==> config.mk <==
export PLATFORM = sky130hd
export DESIGN_NAME = baccarat_table
export DESIGN_NICKNAME = d
export VERILOG_FILES = /design/src/rtl/baccarat_pkg.sv /design/src/rtl/baccarat_table_hand_score.sv /design/src/rtl/baccarat_table.sv
export SDC_FILE = /design/constraint.sdc
export NUM_CORES = 1
export LEC_CHECK = 0
export BUFFER_PORTS_ARGS = -buffer_cell sky130_fd_sc_hd__buf_4
export CAP_MARGIN = 15
export CORE_ASPECT_RATIO = 0.75
export CORE_MARGIN = 5
export CORE_UTILIZATION = 48
export DETAILED_ROUTE_END_ITERATION = 8
export PLACE_DENSITY = 0.69
export SKIP_LAST_GASP = 1
export SLEW_MARGIN = 20
export SYNTH_ARGS = -nofsm -noshare
export SYNTH_HDL_FRONTEND = slang
export SYNTH_SLANG_ARGS = --single-unit
export TNS_END_PERCENT = 10
==> constraint.sdc <==
create_clock -name clock -period 14.4 [get_ports clock]
set_input_delay 2.88 -clock clock [delete_from_list [all_inputs] [get_ports clock]]
set_output_delay 2.88 -clock clock [all_outputs]
set_load 0.02 [all_outputs]
==> src/rtl/baccarat_pkg.sv <==
`default_nettype none
// ============================================================================
// Module      : baccarat_pkg
// Description : Shared types and helpers for the Punto Banco table: FSM state
//               encoding, card valuation, dealer third-card rule and the
//               mod-10 reduction used by hand scoring.
// Revision    : 1.0 - initial release
// ============================================================================
package baccarat_pkg;

    typedef enum logic [3:0] {
        ST_IDLE  = 4'd0,
        ST_P1    = 4'd1,
        ST_D1    = 4'd2,
        ST_P2    = 4'd3,
        ST_D2    = 4'd4,
        ST_EVAL  = 4'd5,
        ST_P3    = 4'd6,
        ST_EVAL3 = 4'd7,
        ST_D3    = 4'd8,
        ST_DONE  = 4'd9
    } state_t;

    // A two-card total of 8 or 9 ends the round immediately.
    localparam logic [3:0] NATURAL_MIN = 4'd8;
    // Highest two-card score on which a hand takes a third card.
    localparam logic [3:0] DRAW_MAX    = 4'd5;

    // Ranks 1-9 count face value; tens, court cards, 0 and unused codes count 0.
    function automatic logic [3:0] card_value(input logic [3:0] rank);
        return ((rank >= 4'd1) && (rank <= 4'd9)) ? rank : 4'd0;
    endfunction

    // Reduce a raw total (at most 27) to 0-9 without a divider.
    function automatic logic [3:0] mod10_sum(input logic [4:0] sum);
        logic [4:0] r;
        if (sum >= 5'd20)
            r = sum - 5'd20;
        else if (sum >= 5'd10)
            r = sum - 5'd10;
        else
            r = sum;
        return r[3:0];
    endfunction

    // Dealer third-card decision once the player has drawn card value v.
    function automatic logic dealer_draws(input logic [3:0] dscore, input logic [3:0] v);
        logic draw;
        case (dscore)
            4'd0, 4'd1, 4'd2: draw = 1'b1;
            4'd3:             draw = (v != 4'd8);
            4'd4:             draw = (v >= 4'd2) && (v <= 4'd7);
            4'd5:             draw = (v >= 4'd4) && (v <= 4'd7);
            4'd6:             draw = (v >= 4'd6) && (v <= 4'd7);
            default:          draw = 1'b0;
        endcase
        return draw;
    endfunction

endpackage
`default_nettype wire

==> src/rtl/baccarat_table_hand_score.sv <==
`default_nettype none
// ============================================================================
// Module      : hand_score
// Description : Combinational baccarat hand score from up to three card ranks.
//               Undealt slots hold rank 0 and therefore add nothing.
// Revision    : 1.0 - initial release
// ============================================================================
module hand_score
    import baccarat_pkg::*;
(
    input  logic [3:0] i_card1,
    input  logic [3:0] i_card2,
    input  logic [3:0] i_card3,
    output logic [3:0] o_score
);

    logic [4:0] w_sum;

    // Sum card values in 5 bits, then fold into 0-9.
    always_comb begin
        w_sum   = {1'b0, card_value(i_card1)}
                + {1'b0, card_value(i_card2)}
                + {1'b0, card_value(i_card3)};
        o_score = mod10_sum(w_sum);
    end

endmodule
`default_nettype wire

==> src/rtl/baccarat_table.sv <==
`default_nettype none
// ============================================================================
// Module      : baccarat_table
// Description : Punto Banco round controller. Samples the dealer card stream
//               on step pulses, applies third-card rules, scores both hands
//               and registers the round result.
// Revision    : 1.0 - initial release
// ============================================================================
module baccarat_table
    import baccarat_pkg::*;
(
    input  logic       clock,
    input  logic       reset,
    input  logic [3:0] new_card,
    input  logic       start,
    input  logic       step,
    output logic [3:0] pcard1,
    output logic [3:0] pcard2,
    output logic [3:0] pcard3,
    output logic [3:0] dcard1,
    output logic [3:0] dcard2,
    output logic [3:0] dcard3,
    output logic [3:0] pscore,
    output logic [3:0] dscore,
    output logic       player_win,
    output logic       dealer_win,
    output logic       done
);

    state_t     r_state;
    state_t     w_state_next;

    logic [3:0] r_pcard1, r_pcard2, r_pcard3;
    logic [3:0] r_dcard1, r_dcard2, r_dcard3;
    logic       r_player_win, r_dealer_win, r_done;

    logic [3:0] w_pscore, w_dscore, w_dscore_final;
    logic       w_clear, w_finish;
    logic       w_ld_p1, w_ld_p2, w_ld_p3, w_ld_d1, w_ld_d2, w_ld_d3;

    hand_score u_player_score (
        .i_card1 (r_pcard1),
        .i_card2 (r_pcard2),
        .i_card3 (r_pcard3),
        .o_score (w_pscore)
    );

    hand_score u_dealer_score (
        .i_card1 (r_dcard1),
        .i_card2 (r_dcard2),
        .i_card3 (r_dcard3),
        .o_score (w_dscore)
    );

    // Result is latched on the same edge that captures dcard3, so fold the
    // incoming card into the dealer score when finishing from D3.
    always_comb begin
        w_dscore_final = w_dscore;
        if (r_state == ST_D3)
            w_dscore_final = mod10_sum({1'b0, w_dscore} + {1'b0, card_value(new_card)});
    end

    // Next-state decode plus per-slot load strobes.
    always_comb begin
        w_state_next = r_state;
        w_clear      = 1'b0;
        w_finish     = 1'b0;
        w_ld_p1      = 1'b0;
        w_ld_p2      = 1'b0;
        w_ld_p3      = 1'b0;
        w_ld_d1      = 1'b0;
        w_ld_d2      = 1'b0;
        w_ld_d3      = 1'b0;
        case (r_state)
            ST_IDLE, ST_DONE: begin
                if (start) begin
                    w_clear      = 1'b1;
                    w_state_next = ST_P1;
                end
            end
            ST_P1: if (step) begin w_ld_p1 = 1'b1; w_state_next = ST_D1; end
            ST_D1: if (step) begin w_ld_d1 = 1'b1; w_state_next = ST_P2; end
            ST_P2: if (step) begin w_ld_p2 = 1'b1; w_state_next = ST_D2; end
            ST_D2: if (step) begin w_ld_d2 = 1'b1; w_state_next = ST_EVAL; end
            ST_EVAL: begin
                if ((w_pscore >= NATURAL_MIN) || (w_dscore >= NATURAL_MIN)) begin
                    w_finish     = 1'b1;
                    w_state_next = ST_DONE;
                end else if (w_pscore <= DRAW_MAX) begin
                    w_state_next = ST_P3;
                end else if (w_dscore <= DRAW_MAX) begin
                    w_state_next = ST_D3;
                end else begin
                    w_finish     = 1'b1;
                    w_state_next = ST_DONE;
                end
            end
            ST_P3: if (step) begin w_ld_p3 = 1'b1; w_state_next = ST_EVAL3; end
            ST_EVAL3: begin
                if (dealer_draws(w_dscore, card_value(r_pcard3))) begin
                    w_state_next = ST_D3;
                end else begin
                    w_finish     = 1'b1;
                    w_state_next = ST_DONE;
                end
            end
            ST_D3: begin
                if (step) begin
                    w_ld_d3      = 1'b1;
                    w_finish     = 1'b1;
                    w_state_next = ST_DONE;
                end
            end
            default: w_state_next = ST_IDLE;
        endcase
    end

    // State register.
    always_ff @(posedge clock) begin
        if (reset)
            r_state <= ST_IDLE;
        else
            r_state <= w_state_next;
    end

    // Card slot registers; cleared by reset or a new round.
    always_ff @(posedge clock) begin
        if (reset || w_clear) begin
            r_pcard1 <= 4'd0;
            r_pcard2 <= 4'd0;
            r_pcard3 <= 4'd0;
            r_dcard1 <= 4'd0;
            r_dcard2 <= 4'd0;
            r_dcard3 <= 4'd0;
        end else begin
            if (w_ld_p1) r_pcard1 <= new_card;
            if (w_ld_p2) r_pcard2 <= new_card;
            if (w_ld_p3) r_pcard3 <= new_card;
            if (w_ld_d1) r_dcard1 <= new_card;
            if (w_ld_d2) r_dcard2 <= new_card;
            if (w_ld_d3) r_dcard3 <= new_card;
        end
    end

    // Result flags, set on entry to DONE and held until the next round.
    always_ff @(posedge clock) begin
        if (reset || w_clear) begin
            r_player_win <= 1'b0;
            r_dealer_win <= 1'b0;
            r_done       <= 1'b0;
        end else if (w_finish) begin
            r_player_win <= (w_pscore >= w_dscore_final);
            r_dealer_win <= (w_dscore_final >= w_pscore);
            r_done       <= 1'b1;
        end
    end

    assign pcard1     = r_pcard1;
    assign pcard2     = r_pcard2;
    assign pcard3     = r_pcard3;
    assign dcard1     = r_dcard1;
    assign dcard2     = r_dcard2;
    assign dcard3     = r_dcard3;
    assign pscore     = w_pscore;
    assign dscore     = w_dscore;
    assign player_win = r_player_win;
    assign dealer_win = r_dealer_win;
    assign done       = r_done;

endmodule
`default_nettype wire
# After elaboration in Yosys (flattened, before gate mapping)

Index checks and enable logic that the tools add are counted.

Bits in read-only memories: 0
Flip-flop bits (word level): 31
Output and inout bits: 35
Latch bits: 0
Logic and storage cells: 133
Memories kept: 0
RAM bits: 0

Add/subtract/negate cells: 11
Reduce and logical (&&, ||, !) cells: 17
Magnitude comparators: 30
Bitwise logic cells: 0
Multiply operators: 0
Div/mod/pow operators: 0
Equality and inequality tests: 23
Multiplexer cells: 42
Shifts and indexed selects: 0

Operator list:

| kind                                                 | count |
|---|---|
| two-way mux 4 bit                                    | 23 |
| one-hot mux 4 bit (9 select lines)                   | 1 |
| equality test 4 x 3 -> 1 bit (second input constant) | 7 |
| >= comparator 4 x 1 -> 1 bit (second input constant) | 7 |
| <= comparator 4 bit (second input constant)          | 7 |
| equality test 4 x 2 -> 1 bit (second input constant) | 4 |
| two-way mux 1 bit                                    | 16 |
| adder 4 x 4 -> 5 bit                                 | 3 |
| >= comparator 5 x 4 -> 1 bit (second input constant) | 3 |
| >= comparator 5 bit (second input constant)          | 3 |
| inequality test 2 bit (second input constant)        | 7 |
| <= comparator 4 x 3 -> 1 bit (second input constant) | 3 |
| subtractor 4 x 3 -> 4 bit (second input constant)    | 3 |
| subtractor 4 bit (second input constant)             | 3 |
| adder 5 x 4 -> 5 bit                                 | 2 |
| logical AND 1 bit                                    | 10 |
| equality test 4 x 1 -> 1 bit (second input constant) | 2 |
| equality test 4 bit (second input constant)          | 2 |
| >= comparator 4 x 3 -> 1 bit (second input constant) | 2 |
| >= comparator 4 bit                                  | 2 |
| >= comparator 4 bit (second input constant)          | 2 |
| logical NOT 4 bit                                    | 2 |
| AND reduction 7 bit                                  | 1 |
| one-hot mux 1 bit (5 select lines)                   | 1 |
| 6 further kinds                                      | 7 |

# Logic depth before layout (Yosys ltp)

Gate-level depths: netlist of the first run.

Depth in word-level cells: 14
Depth in mapped cells: 35

# Hierarchy

A second synthesis of the first run with hierarchy kept.

Cells, all modules: 327
Area total of the unflattened synthesis: 2816.5 um^2

By module, submodules not included:

| module         | area an instance (um^2) | cells each | seq. area each (um^2) | times used |
|---|---|---|---|---|
| baccarat_table | 1885.6                  | 219        | 620.6                 | 1 |
| hand_score     | 465.4                   | 54         | 0.0                   | 2 |

# Worst setup path after synthesis of the first run

Ideal clock, no wire load.

Path kind: input -> register
From: in new_card[1]
To: reg r_player_win, in the netlist player_win
Arrival: 7.121 ns
Setup slack: 7.222 ns
Library setup time: 0.057 ns
Stages: 24
Cells stage by stage: clkbuf_1 > nor2b_1 > a21oi_1 > or2_2 > ha_1 > nor3_1 > and3b_4 > or2_2 > clkbuf_1 > ha_1 > o21ai_0 > nand2b_1 > or3_1 > mux4_2 > xnor2_1 > o21ai_1 > ha_1 > nor2b_1 > o21ai_0 > nand2b_1 > a21oi_1 > nor2b_1 > a21oi_1 > o21ba_2

Cells in the longest elaborated chain, start to end: 9

Ends and longest elaborated chain:

| item                                                                       | RTL line                               | source |
|---|---|---|
| start, declared                                                            | baccarat_table.sv:14                   | `input logic [3:0] new_card,` |
| >= comparator 4 x 1 -> 1 bit / <= comparator 4 bit (equally long branches) | baccarat_pkg.sv:31                     | `return ((rank >= 4'd1) && (rank <= 4'd9)) ? rank : 4'd0;` |
| logical AND 1 bit                                                          | baccarat_pkg.sv:31                     |  |
| two-way mux 4 bit (*)                                                      | baccarat_pkg.sv:31                     |  |
| adder 4 x 4 -> 5 bit (*)                                                   | baccarat_table.sv:60                   | `w_dscore_final = mod10_sum({1'b0, w_dscore} + {1'b0, card_value(new_card)});` |
| subtractor 4 bit / >= comparator 5 x 4 -> 1 bit (equally long branches)    | baccarat_pkg.sv:40, baccarat_pkg.sv:39 |  |
| two-way mux 4 bit                                                          | baccarat_pkg.sv:39                     | `else if (sum >= 5'd10)` |
| two-way mux 4 bit (*)                                                      | baccarat_pkg.sv:37                     | `if (sum >= 5'd20)` |
| two-way mux 4 bit (*)                                                      | baccarat_table.sv:59                   | `if (r_state == ST_D3)` |
| >= comparator 4 bit (*)                                                    | baccarat_table.sv:152                  | `r_player_win <= (w_pscore >= w_dscore_final);` |
| end signal, assigned                                                       | baccarat_table.sv:152                  |  |
| end, declared                                                              | baccarat_table.sv:35                   | `logic r_player_win, r_dealer_win, r_done;` |

Mark *: on every way between the ends. The rest lies on a longest branch, timed or not.
A chain may end at the register's enable or synchronous reset.

# Worst setup path after layout of the first run

From: reg r_dcard2[1], in the netlist dcard2[1]
To: reg r_player_win, in the netlist player_win

Cells in the longest elaborated chain, start to end: 14

Ends and longest elaborated chain:

| item                                                                             | RTL line                                    | source |
|---|---|---|
| start, declared                                                                  | baccarat_table.sv:34                        | `logic [3:0] r_dcard1, r_dcard2, r_dcard3;` |
| start signal, assigned                                                           | baccarat_table.sv:140                       | `if (w_ld_d2) r_dcard2 <= new_card;` |
| >= comparator 4 x 1 -> 1 bit / <= comparator 4 bit (equally long branches)       | baccarat_pkg.sv:31                          |  |
| logical AND 1 bit                                                                | baccarat_pkg.sv:31                          |  |
| two-way mux 4 bit (*)                                                            | baccarat_pkg.sv:31                          |  |
| adder 4 x 4 -> 5 bit (*)                                                         | baccarat_table_hand_score.sv:22             | `+ {1'b0, card_value(i_card2)}` |
| adder 5 x 4 -> 5 bit (*)                                                         | baccarat_table_hand_score.sv:23             | `+ {1'b0, card_value(i_card3)};` |
| subtractor 4 bit / >= comparator 5 x 4 -> 1 bit (equally long branches)          | baccarat_pkg.sv:40, baccarat_pkg.sv:39      |  |
| two-way mux 4 bit                                                                | baccarat_pkg.sv:39                          |  |
| two-way mux 4 bit (*)                                                            | baccarat_pkg.sv:37                          |  |
| adder 4 x 4 -> 5 bit (tied with other cells)                                     | baccarat_table.sv:60                        |  |
| subtractor 4 bit (tied with other cells)                                         | baccarat_pkg.sv:40                          | `r = sum - 5'd10;` |
| two-way mux 4 bit / one-hot mux 1 bit (5 select lines) (equally long branches)   | baccarat_pkg.sv:39, baccarat_pkg.sv:49      |  |
| two-way mux 4 bit / two-way mux 1 bit (equally long branches)                    | baccarat_pkg.sv:37, baccarat_table.sv:74    |  |
| two-way mux 4 bit / two-way mux 1 bit (equally long branches)                    | baccarat_table.sv:59, baccarat_table.sv:100 |  |
| >= comparator 4 bit / one-hot mux 1 bit (3 select lines) (equally long branches) | baccarat_table.sv:152, baccarat_table.sv:74 |  |

Mark *: on every way between the ends. The rest lies on a longest branch, timed or not. The select of a mux whose other input is x is not followed.

==> results of run 1 <==
[state kept, by name, indices dropped and copies added, names as in the netlist]
name	flops
dcard1	4
dcard2	4
dcard3	4
pcard1	4
pcard2	4
pcard3	4
r_state	4
dealer_win	1
done	1
player_win	1
[final cells by class]
cell class | count | area, um2 | area share, %
well taps | 81 | 101 | 2.94
repair buffers | 42 | 315 | 9.16
inverters | 22 | 82.6 | 2.40
multi-input cells | 308 | 2220 | 64.6
clock buffers | 8 | 100 | 2.91
flip-flops and latches | 31 | 621 | 18.0
[worst max path at each step]
| stage | from | to | slack [ns] | depth (start not counted) |
|---|---|---|---|---|
| after floorplan | new_card[1] | player_win | 7.22 | 24 |
| after global placement | new_card[1] | player_win | 7.13 | 23 |
| after detailed placement | new_card[1] | player_win | 6.99 | 23 |
| after CTS | dcard2[1] | player_win | 7.03 | 30 |
| after global routing | dcard3[1] | player_win | 6.33 | 30 |
| final | dcard2[1] | player_win | 7.01 | 30 |
[critical path: cells and delay by family (launching register included)]
kind	cells	cell delay (ns)
buf+inv	1	0.20
compound gates	9	1.50
xor+xnor	1	0.16
flops	1	0.39
mux	1	0.47
simple gates	11	2.25
fa+ha+maj	7	2.37
[metrics by stage]
stage,worst slack [ns],std cells
final,7.01,492
after global routing,6.33,492
after CTS,7.03,492
after detailed placement,6.99,484
after global placement,7.13,484
after floorplan,7.22,378
[per-layer routing]
metal	part of all wire [%]	vias up
met1	49	1365
met5	0	-
li1	-	1400
met4	0.81	0
met3	5.3	6
met2	44	85
[Yosys cell counts (2+ instances only)]
cell	number	area share, %
a211oi_1	5	1.3
a21boi_0	3	0.75
a21o_1	4	1.0
a21oi_1	22	3.7
a22o_1	2	0.58
a22oi_1	2	0.50
a2bb2oi_1	2	0.58
a311oi_2	3	1.5
a31o_2	3	0.88
a31oi_1	4	0.83
and2_1	4	0.83
and3_1	4	0.83
buf_4	3	0.75
clkbuf_1	13	1.6
dfxtp_1	31	21
fa_1	10	6.7
ha_1	22	9.2
inv_1	22	2.8
mux2_2	2	0.75
mux2i_1	21	7.0
nand2_1	37	4.6
nand2b_1	6	1.3
nand3_1	15	2.5
nor2_1	34	4.2
nor2b_1	17	3.5
nor3_1	7	1.2
nor3b_1	5	1.3
o2111ai_1	2	0.58
o211ai_1	2	0.50
o21ai_0	24	4.0
o21ba_2	2	0.67
o22ai_1	3	0.63
or2_2	6	1.3
or3_1	2	0.42
xnor2_1	5	1.5
[cells by family (layout without fill, tap and decap cells)]
logic type	Yosys count	after routing	synth area share, %
AO/OA/AOI/OAI	95	95	21.5
XOR/XNOR	7	7	2.29
adder cells (fa/ha/maj)	32	32	15.8
buffers and inverters	39	72	5.50
flip-flops	31	31	20.7
multiplexers	24	24	8.50
AND/OR/NAND/NOR	150	150	25.7
[power groups by stage]
stage / registers, mW / clock network (mW) / logic, mW
6_report: 0.0954 / 0.0751 / 0.0714
5_1_grt: 0.0961 / 0.0812 / 0.0800
4_1_cts: 0.0951 / 0.0759 / 0.0708
3_5_place_dp: 0.0970 / 0 / 0.0706
3_3_place_gp: 0.0970 / 0 / 0.0690
2_1_floorplan: 0.0944 / 0 / 0.0557
==> impl_metrics.yaml, run 1 <==
global_route:
  met1_usage_pct: 30.6
  grt_pass1_vias: 2701
  antenna_found_initial: 0
  gr-max-usage-layer: "met2"
  grt_max_degree: 28
  track_usage_pct: 20.5
  use_met2_pct: 31.3
  gr-total-overflow: 0
  grt_pass1_wl_mm: 13.3
  met3_usage_pct: 2.84
logic_synthesis:
  ys_ff_latch: 31
  synth_area_mm2: 0.00300
  ys.flop_type: "dfxtp_1"
  syn_nets: 418
  synth_edf_count: 0
  yosysSeqAreaShare_pct: 20.7
  synth_async_sr_flop_share_pct: 0
  ys_warn_count: 0
  netlist_instances: 378
  synth_area_per_cell_um2: 7.94
  synth.distinct_cells: 64
power:
  p_sw_share_pct: 33.3
  power.total_mw: 0.242
  p_leak_nw: 1.55
  combPwrFrac_pct: 29.5
  clockPowerShare_pct: 31.1
  p_seq_share_pct: 39.4
  powerDensity_mw_per_mm2: 70.3
  worst_ir_drop_vdd_v: 0.0000660
  p_sw_mw: 0.0806
  p_int_mw: 0.161
detailed_routing:
  initialDrtViolationCount: 145
  post_drt_via_cell_ratio: 5.80
  drc_errors: 0
  via_count: 2856
  firstDrtPassIters: 5
  ant_nets: 0
  routedWlPerCell_um: 16.2
  routed_wl_mm: 7.98
critical_path:
  critPathSlowestCell: "fa_1"
  worst_setup_path_start_kind: "flop"
  reg2reg_from: "dcard2[1]"
  worstRegToRegCells: 30
  reg2reg_to: "player_win"
  crit_path_end_kind: "flop"
  critPathKind: "flop to flop"
  cp_max_fo: 11
  crit_arrival_ns: 7.62
  r2r_slack_ns: 7.01
  path_common_cell: "ha_1"
  worst_ep_required_time_ns: 14.62
  max_stage_delay_ns: 0.72
sta:
  max_freq_ghz: 0.135
  tns_ns: 0
  fin_skew_ns: 0.00692
  tightest_slew_ns: 0.904
  hold_viol: 0
  finalMaxSlewViolations: 0
  maxSlewHeadroom_pct: 39.6
  fin_crit_ns: 7.39
  setup_viol: 0
  min_period_over_period_pct: 51.3
  rsz0062_at_grt: "false"
  whs_ns: 0.495
clocking:
  cts_tree: "done"
  cts_resized: 0
  cts.clk_slew.worst_paths_ns: 0.07
  cts_setup_buffers: 0
  clock_path_buffers: 2
  hold_buffers: 0
  root_buffer: "clkbuf_8"
  numCtsBuffers: 5
  clk_latency_ns: 0.28
  htree_levels: 2
  clock-sinks: 31
final_layout:
  fillers: 600
  diodes: 0
  layout-drive-gt1-share_pct: 18.7
  areaGrowthSynthToFinish_pct: 14.7
  nets: 450
  mostFrequentLayoutCell: "buf_4"
  utilization_pct: 55.6
  final_area_mm2: 0.00344
  layout_common_cells: "buf_4, nand2_1, nor2_1"
worst_hold_path:
  hold_end: "dcard3[1]"
  holdPathStages: 2
  hold_path.class: "flop to flop"
  hp-start: "dcard3[1]"
floorplanning:
  die_y_um: 78.5
  rows: 25
  start_util_pct: 48.5
  fp.coreArea_mm2: 0.00619
  fp.dieW_um: 101
  boundaryPins: 43
  dieArea_mm2: 0.00795
status:
  status: "finished clean"
placed_design:
  routabilityCongestion: 0.948
  io_buffers: 42
  hpwlAfterDp_mm: 6.31
  placed_area_mm2: 0.00334
run:
  cap_viol_max_count: 0
Power figures use the tool's default switching activity.
==> inputs of run 2 (changes only) <==
clock period = 7.1 ns   (was 14.4 ns; I/O delays follow)
==> impl_metrics.yaml, run 2 (synthesis results as in run 1) <==
status:
  status: "finished clean"
critical_path:
  reg2reg_to: "player_win"
  reg2reg_from: "dcard3[1]"
  worst_ep_required_time_ns: 7.33
  r2r_slack_ns: 0.30
  crit_path_end_kind: "flop"
  cp_top_family: "adder cells"
  max_stage_delay_ns: 0.57
  crit_arrival_ns: 7.03
  worstRegToRegCells: 30
  path_common_cell: "ha_1"
  crit_buf_inv: 1
  worst_setup_path_start_kind: "flop"
  critPathKind: "flop to flop"
  cp_max_fo: 6
  critPathSlowestCell: "fa_1"
power:
  worst_ir_drop_vdd_v: 0.000139
  p_leak_nw: 1.59
  power.total_mw: 0.479
  powerDensity_mw_per_mm2: 136
sta:
  tns_ns: 0
  layout_setup_ws_ns: 0.300
  tightest_slew_ns: 0.756
  hold_viol: 0
  finalMaxSlewViolations: 0
  rsz0062_at_grt: "false"
  whs_ns: 0.480
  fin_skew_ns: 0.0108
  min_period_over_period_pct: 95.8
  maxSlewHeadroom_pct: 49.5
  fin_crit_ns: 6.80
  max_freq_ghz: 0.147
  setup_viol: 0
floorplanning:
  start_util_pct: 48.5
  dieArea_mm2: 0.00795
  rows: 25
  die_y_um: 78.5
  boundaryPins: 43
  fp.coreArea_mm2: 0.00619
  fp.dieW_um: 101
final_layout:
  multi_input_area_mm2: 0.00227
  layout_common_cells: "buf_4, nand2_1, nor2_1"
  fillers: 585
  diodes: 0
  areaGrowthSynthToFinish_pct: 17.3
  final_area_mm2: 0.00352
  mostFrequentLayoutCell: "buf_4"
  utilization_pct: 56.9
  nets: 455
  final_cells: 497
  layout-drive-gt1-share_pct: 23.3
  area.sequential_um2: 627
clocking:
  numCtsBuffers: 5
  cts_tree: "done"
  clock_path_buffers: 2
  cts.clk_slew.worst_paths_ns: 0.07
  root_buffer: "clkbuf_8"
  hold_buffers: 0
  clk_latency_ns: 0.28
  htree_levels: 2
  clock-sinks: 31
detailed_routing:
  initialDrtViolationCount: 135
  firstDrtPassIters: 5
  via_count: 2855
  drc_errors: 0
  ant_nets: 0
  post_drt_via_cell_ratio: 5.74
  routed_wl_mm: 7.97
  routedWlPerCell_um: 16.0
placed_design:
  hpwlAfterDp_mm: 6.24
  place_inst: 489
  pre_cts_slack_ns: 0.143
  routabilityCongestion: 0.902
  io_buffers: 42
  placed_area_mm2: 0.00338
global_route:
  gr-total-overflow: 0
  track_usage_pct: 20.5
  grt_pass1_wl_mm: 13.3
  grt_pass1_vias: 2601
  grt_max_degree: 28
  antenna_found_initial: 0
worst_hold_path:
  hold_end: "done"
  hold_path.class: "flop to flop"
  holdPathStages: 2
  hp-start: "done"
run:
  cap_viol_max_count: 0
## run 2: power breakdown
group / total (mW) / switching [mW] / internal [mW]
logic: 0.152 / 0.0891 / 0.0629
registers: 0.193 / 0.0130 / 0.180
clock network: 0.134 / 0.0655 / 0.0684
total: 0.479 / 0.168 / 0.311
## run 2: worst max-delay path by stage
stage,endpoint,cells past startpoint,from,slack (ns)
2_1_floorplan,player_win,32,dcard2[1],0.24
3_3_place_gp,player_win,30,dcard1[1],0.36
3_5_place_dp,player_win,30,dcard2[1],0.14
4_1_cts,player_win,30,dcard2[1],0.11
5_1_grt,player_win,30,dcard3[1],0.008
6_report,player_win,30,dcard3[1],0.30
## run 2: layout make-up
class,count,area share (%)
Multi-Input combinational cell,308,64.5
Sequential cell,31,17.8
Timing Repair Buffer,47,10.0
Tap cell,81,2.88
Inverter,22,2.34
Clock buffer,6,2.06
Clock inverter,2,0.355
## run 2: repair_timing
action,4_1_cts,5_1_grt
endpoints found under the hold margin,0,0
endpoints found under the setup margin,0,2
buffers inserted,0,0
gates resized for setup,0,19
## run 2: worst min-delay path: cells and delay by family (launching register included)
kind,cells,cell delay [ns]
AO/OA/AOI/OAI,1,0.06
flip-flops,1,0.31
buffers and inverters,1,0.05
## run 2: metal layers
layer  vias up  part of all wire, %  GRT usage, %
met1      1339                   48          30.9
met3        10                  6.5          2.75
met4         0                  1.0          4.91
met2        91                   44          30.4
li1       1415                    -             -
met5         -                    0             0
